**src/rtl/serial_sub_pkg.sv**
```systemverilog
// Shared types and helpers for the bit-serial subtractor.
package serial_sub_pkg;

   typedef enum logic [1:0] {
      IDLE = 2'd0,
      RUN  = 2'd1,
      DONE = 2'd2
   } state_t;

   // Counter must be able to represent 0..WIDTH.
   function automatic int unsigned cnt_width(input int unsigned w);
      return $clog2(w + 1);
   endfunction

endpackage

```
**src/rtl/serial_subtractor_cell.sv**
```systemverilog
// One-bit full subtractor cell: diff = x - y - bi, with borrow-out.
module oneBitSubtractor (
   input  logic x,
   input  logic y,
   input  logic bi,
   output logic diff,
   output logic bo
);

   assign diff = x ^ y ^ bi;
   assign bo   = (~x & y) | (~(x ^ y) & bi);

endmodule

```
**src/rtl/serial_subtractor.sv**
```systemverilog
// Bit-serial WIDTH-bit subtractor (a - b - bin), LSB first, valid/ready on both sides.
// Optional signed-overflow output enabled by defining SERIAL_SUB_OVF_EN.
module serial_subtractor
   import serial_sub_pkg::*;
#(
   parameter int WIDTH = 4
) (
   input  logic             clk,
   input  logic             rst_n,
   input  logic             in_valid,
   output logic             in_ready,
   input  logic [WIDTH-1:0] a,
   input  logic [WIDTH-1:0] b,
   input  logic             bin,
   output logic             out_valid,
   input  logic             out_ready,
   output logic [WIDTH-1:0] d,
   output logic             bout,
   output logic             busy
`ifdef SERIAL_SUB_OVF_EN
   ,output logic            ovf
`endif
);

   localparam int CW = cnt_width(WIDTH);
   localparam logic [CW-1:0] LAST_BIT = CW'(WIDTH - 1);

   state_t           state_q,  state_d;
   logic [WIDTH-1:0] a_sh_q,   a_sh_d;
   logic [WIDTH-1:0] b_sh_q,   b_sh_d;
   logic [WIDTH-1:0] d_sh_q,   d_sh_d;
   logic             borrow_q, borrow_d;
   logic [CW-1:0]    cnt_q,    cnt_d;
   logic             cell_diff;
   logic             cell_bo;
`ifdef SERIAL_SUB_OVF_EN
   logic             ovf_q,    ovf_d;
`endif

   oneBitSubtractor u_cell (
      .x    (a_sh_q[0]),
      .y    (b_sh_q[0]),
      .bi   (borrow_q),
      .diff (cell_diff),
      .bo   (cell_bo)
   );

   always_comb begin
      state_d  = state_q;
      a_sh_d   = a_sh_q;
      b_sh_d   = b_sh_q;
      d_sh_d   = d_sh_q;
      borrow_d = borrow_q;
      cnt_d    = cnt_q;
`ifdef SERIAL_SUB_OVF_EN
      ovf_d    = ovf_q;
`endif
      case (state_q)
         IDLE: begin
            if (in_valid) begin
               a_sh_d   = a;
               b_sh_d   = b;
               borrow_d = bin;
               cnt_d    = '0;
               state_d  = RUN;
            end
         end
         RUN: begin
            a_sh_d   = a_sh_q >> 1;
            b_sh_d   = b_sh_q >> 1;
            // Diff bits enter at the MSB so the LSB lands in bit 0 after WIDTH shifts.
            d_sh_d   = {cell_diff, d_sh_q[WIDTH-1:1]};
            borrow_d = cell_bo;
            cnt_d    = cnt_q + 1'b1;
            if (cnt_q == LAST_BIT) begin
               state_d = DONE;
`ifdef SERIAL_SUB_OVF_EN
               // Borrow into the MSB differs from borrow out of it on signed overflow.
               ovf_d   = borrow_q ^ cell_bo;
`endif
            end
         end
         DONE: begin
            if (out_ready) state_d = IDLE;
         end
         default: state_d = IDLE;
      endcase
   end

   always_ff @(posedge clk or negedge rst_n) begin
      if (!rst_n) begin
         state_q  <= IDLE;
         a_sh_q   <= '0;
         b_sh_q   <= '0;
         d_sh_q   <= '0;
         borrow_q <= 1'b0;
         cnt_q    <= '0;
`ifdef SERIAL_SUB_OVF_EN
         ovf_q    <= 1'b0;
`endif
      end else begin
         state_q  <= state_d;
         a_sh_q   <= a_sh_d;
         b_sh_q   <= b_sh_d;
         d_sh_q   <= d_sh_d;
         borrow_q <= borrow_d;
         cnt_q    <= cnt_d;
`ifdef SERIAL_SUB_OVF_EN
         ovf_q    <= ovf_d;
`endif
      end
   end

   assign in_ready  = (state_q == IDLE);
   assign out_valid = (state_q == DONE);
   assign busy      = (state_q != IDLE);
   assign d         = d_sh_q;
   assign bout      = borrow_q;
`ifdef SERIAL_SUB_OVF_EN
   assign ovf       = ovf_q;
`endif

endmodule

```
**config.mk**
```make
export PLATFORM = sky130hd
export DESIGN_NAME = serial_subtractor
export DESIGN_NICKNAME = d
export VERILOG_FILES = /design/src/rtl/serial_sub_pkg.sv /design/src/rtl/serial_subtractor_cell.sv /design/src/rtl/serial_subtractor.sv
export SDC_FILE = /design/constraint.sdc
export NUM_CORES = 1
export LEC_CHECK = 0
export CORE_AREA = 10 10 54 56
export DETAILED_ROUTE_END_ITERATION = 16
export DIE_AREA = 0 0 64 66
export PLACE_DENSITY_LB_ADDON = 0.08
export SLEW_MARGIN = 20
export SYNTH_ARGS = -nofsm -noshare
export SYNTH_HDL_FRONTEND = slang
export SYNTH_HIERARCHICAL = 1
export SYNTH_SLANG_ARGS = --single-unit
```
**constraint.sdc**
```tcl
create_clock -name clk -period 1.6 [get_ports clk]
set_clock_uncertainty 0.1 [all_clocks]
set_input_delay 0.16 -clock clk [delete_from_list [all_inputs] [get_ports clk]]
set_output_delay 0.16 -clock clk [all_outputs]
set_load 0.02 [all_outputs]
```
==> load_flow_metrics.sql, run 1 <==
INSERT INTO impl_metrics (metric_group, metric, value, unit) VALUES
('die', 'initial_core_util', '45.7', '%'),
('cts', 'clk_pin_slew', '0.11', 'ns'),
('synth', 'gate_count_of_the_mapped_netlist', '80', ''),
('critical_path', 'critical_path.cell_chain', 'clkdlybuf4s50_1', ''),
('critical_path', 'critPathArrivalTime', '1.26', 'ns'),
('finish', 'layout-drive-gt1-share', '17.9', '%'),
('global_route', 'number_of_global_route_vias_before_repair', '658', ''),
('sta', 'final-max-slew-violation-count', '0', ''),
('cts', 'cts_root_buffer', 'clkbuf_4', ''),
('sta', 'final_min_period_over_clock_period', '94.7', '%'),
('place', 'place_area', '1110', 'sq um'),
('cts', 'cts.hold.buffers_added', '0', ''),
('cts', 'clk-insertion-delay-late', '0.29', 'ns'),
('routing', 'dr_total_vias', '683', ''),
('pwr', 'worst_ir_drop_vdd', '0.763', 'mV'),
('pwr', 'power_per_cell_area', '1930', 'nW/um^2'),
('synth', 'synthTopCellsByArea', 'dfrtp_1, o22ai_1, a21oi_1, mux2_2, nand2b_4', ''),
('critical_path', 'setup.worst_path.start_class', 'flop', ''),
('cts', 'cts_setup_buffers', '0', ''),
('sta', 'grt_setup_unrepaired', 'no', ''),
('critical_path', 'worst_ep_required_time', '1.34', 'ns'),
('sta', 'max_freq', '0.660', 'GHz'),
('cts', 'clock_tree.htree_level_count', '1', ''),
('die', 'core.rowCount', '16', ''),
('sta', 'slew-limit-headroom', '83.8', '%'),
('synth', 'yosysSeqAreaShare', '51.9', '%'),
('global_route', 'grt_overflow_total', '0', ''),
('finish', 'final_cell_area', '1150', 'sq um'),
('sta', 'finalSetupTns', '0', 'ns'),
('synth', 'syn_avg_cell_area', '10.9', 'sq um'),
('critical_path', 'path_delay_family', 'buffers and inverters', ''),
('routing', 'drt_iter0_markers', '12', ''),
('routing', 'route.antenna.remaining_nets', '0', ''),
('finish', 'design.final.nets', '123', ''),
('outcome', 'outcome', 'finished, final reports clean', ''),
('routing', 'dr.pass1.iters', '4', ''),
('global_route', 'grt_antenna_before_repair', '0', ''),
('finish', 'area.growth.synth_to_final', '33.0', '%'),
('synth', 'syn-cell-area', '868', 'sq um'),
('synth', 'yosysUniqueCellTypes', '23', ''),
('critical_path', 'worst_path_max_delay_cell', 'clkdlybuf4s50_1', ''),
('die', 'core_region', '1900', 'sq um'),
('sta', 'tightestPinTransition', '0.243', 'ns'),
('place', 'detailed_placement_wirelength_estimate', '1.36', 'mm'),
('routing', 'detailroute.wirelength.met2', '875', 'um'),
('die', 'die_area', '4220', 'sq um'),
('critical_path', 'critical-path-max-stage-delay', '0.61', 'ns'),
('sta', 'setup_viol_count_final', '0', ''),
('synth', 'top_cell_type_s_share_of_synthesized_area', '51.9', '%'),
('cts', 'cts_tree', 'built', ''),
('cts', 'numCtsBuffers', '3', ''),
('synth', 'ys_seq_elements', '18', ''),
('cts', 'cts_max_path_buffers', '2', ''),
('place', 'io_buffer_count', '20', ''),
('die', 'die_h', '66', 'um'),
('routing', 'wirelength_met1', '884', 'um'),
('flow_run', 'max_cap_violations', '0', ''),
('sta', 'timing_hold_violations_final', '0', ''),
('worst_hold_path', 'hold_path_class', 'in2async', ''),
('place', 'gp_routability_congestion', '0.755', ''),
('critical_path', 'cp_max_fo', '2', ''),
('synth', 'ys.warnings.count', '6', ''),
('routing', 'avgRoutedWirePerCell', '14.1', 'um'),
('die', 'dieWidth', '64', 'um'),
('pwr', 'power_leakage', '0.535', 'nW'),
('routing', 'viasPerCell', '5.14', ''),
('sta', 'period_minus_slack', '1.52', 'ns'),
('global_route', 'grt_pass1_wl', '3.15', 'mm'),
('routing', 'route.final.wire_length', '1.87', 'mm'),
('routing', 'maxUsedRoutingLayer', 'met4', ''),
('cts', 'cts_num_sinks', '18', ''),
('synth', 'yosysTopAreaCell', 'dfrtp_1', ''),
('routing', 'wl_met3', '102', 'um'),
('critical_path', 'critical_path.reg2reg.startpoint', 'state_q[1]$_DFFE_PN0P_', ''),
('critical_path', 'critPathKind', 'reg2out', ''),
('critical_path', 'timing.critical_path.to_type', 'output port', ''),
('die', 'io_pins', '21', ''),
('finish', 'antenna-diode-count', '0', ''),
('critical_path', 'cp_buf_inv_count', '1', ''),
('global_route', 'grt_max_degree', '19', ''),
('critical_path', 'worst_setup_path_startpoint', 'd[0]$_DFFE_PN0N_', ''),
('routing', 'detail_route.drc_violations', '0', ''),
('global_route', 'gr-usage-all-layers', '9.24', '%'),
('synth', 'synth_fp_nets', '96', '');
[cell usage after synthesis (all sizes together)]
master	number
o22ai	13
nand2	2
nor2b	1
o31ai	1
ha	2
nand3b	1
inv	8
o21ai	8
o221a	1
fa	1
nand2b	2
a21oi	7
nor2	5
nand3	1
and2b	1
dfrtp	18
buf	4
mux2	4
[worst paths after layout]
kind / endpoint / slack [ns] / depth (start not counted)
min reg2reg: cnt_q[0]$_DFFE_PN0P_ / 0.40 / 1
min: state_q[0]$_DFFE_PN0P_ / 0.09 / 2
max: d[0] / 0.08 / 1
max reg2reg: d[1]$_DFFE_PN0N_ / 0.20 / 3
min in group clk: a_sh_q[3]$_DFFE_PN0P_ / 0.29 / 3
max in group asynchronous: b_sh_q[2]$_DFFE_PN0P_ / 1.12 / 2
[state kept, by name, summed over array words and instances, names as in the netlist]
| register | flops |
|---|---|
| d | 4 |
| state_q | 2 |
| b_sh_q | 4 |
| bout | 1 |
| cnt_q | 3 |
| a_sh_q | 4 |
[through the flow]
stage | total power, W | util (%) | hold WS [ns] | instances | setup slack (ns)
after floorplan | 0.00163 | - | -0.236 | 80 | 0.168
after global placement | 0.00197 | 58.4 | 0.370 | 129 | 0.144
after detailed placement | 0.00200 | 58.4 | 0.379 | 129 | 0.106
after CTS | 0.00226 | 60.1 | 0.0907 | 133 | 0.0128
after global routing | 0.00241 | 60.7 | 0.0864 | 133 | 0.0218
final | 0.00223 | 60.7 | 0.0884 | 133 | 0.0846
[cells by family (layout without fill, tap and decap cells)]
kind of cell | count (synthesis) | count (layout) | share of synthesized area [%]
adders and majority gates | 3 | 3 | 5.19
and+or+nand+nor | 13 | 13 | 9.80
AOI/OAI and AO/OA | 30 | 30 | 20.2
muxes | 4 | 4 | 5.19
DFF | 18 | 18 | 51.9
buffers and inverters | 12 | 38 | 7.78
[cell type report]
type,count,area (sq um)
Clock buffer,4,36.3
Timing Repair Buffer,26,251
Sequential cell,18,450
Fill cell,166,747
Inverter,8,30.0
Tap cell,27,33.8
Multi-Input combinational cell,50,353
[cell usage in the layout (no fill, tap or decap), drive strengths merged, types with 2 or more instances in the layout]
cell type / count
a21oi: 7
clkbuf: 4
mux2: 4
dlygate4sd2: 3
clkdlybuf4s50: 13
inv: 8
o21ai: 8
dlymetal6s2s: 4
ha: 2
buf: 6
nor2: 5
dfrtp: 18
nand2b: 2
o22ai: 13
nand2: 2
[power breakdown]
part | switching, W | leakage, nW | internal (W)
logic | 0.000596 | 0.297 | 0.000535
clock network | 0.000146 | 0.0210 | 0.000139
registers | 0.000140 | 0.217 | 0.000675
[timing repair]
item,in CTS,in global routing
setup endpoints to repair,3,5
gates resized for setup,3,5
hold endpoints to repair,0,0
[layer usage]
layer,GRT usage [%],vias up
li1,-,339
met1,11.7,330
met2,13.9,12
met3,3.05,2
met4,4.10,0
met5,0,-
Power figures use the tool's default switching activity.
==> run 2: changes to the inputs <==
--- a/config.mk
+++ b/config.mk
@@ -6,6 +6,7 @@
 export NUM_CORES = 1
 export LEC_CHECK = 0
 export CORE_AREA = 10 10 54 56
+export CTS_CLUSTER_SIZE = 25
 export DETAILED_ROUTE_END_ITERATION = 16
 export DIE_AREA = 0 0 64 66
 export PLACE_DENSITY_LB_ADDON = 0.08
==> results of run 2 <==
The final DEF is identical to that of run 1; final timing and power are the same.
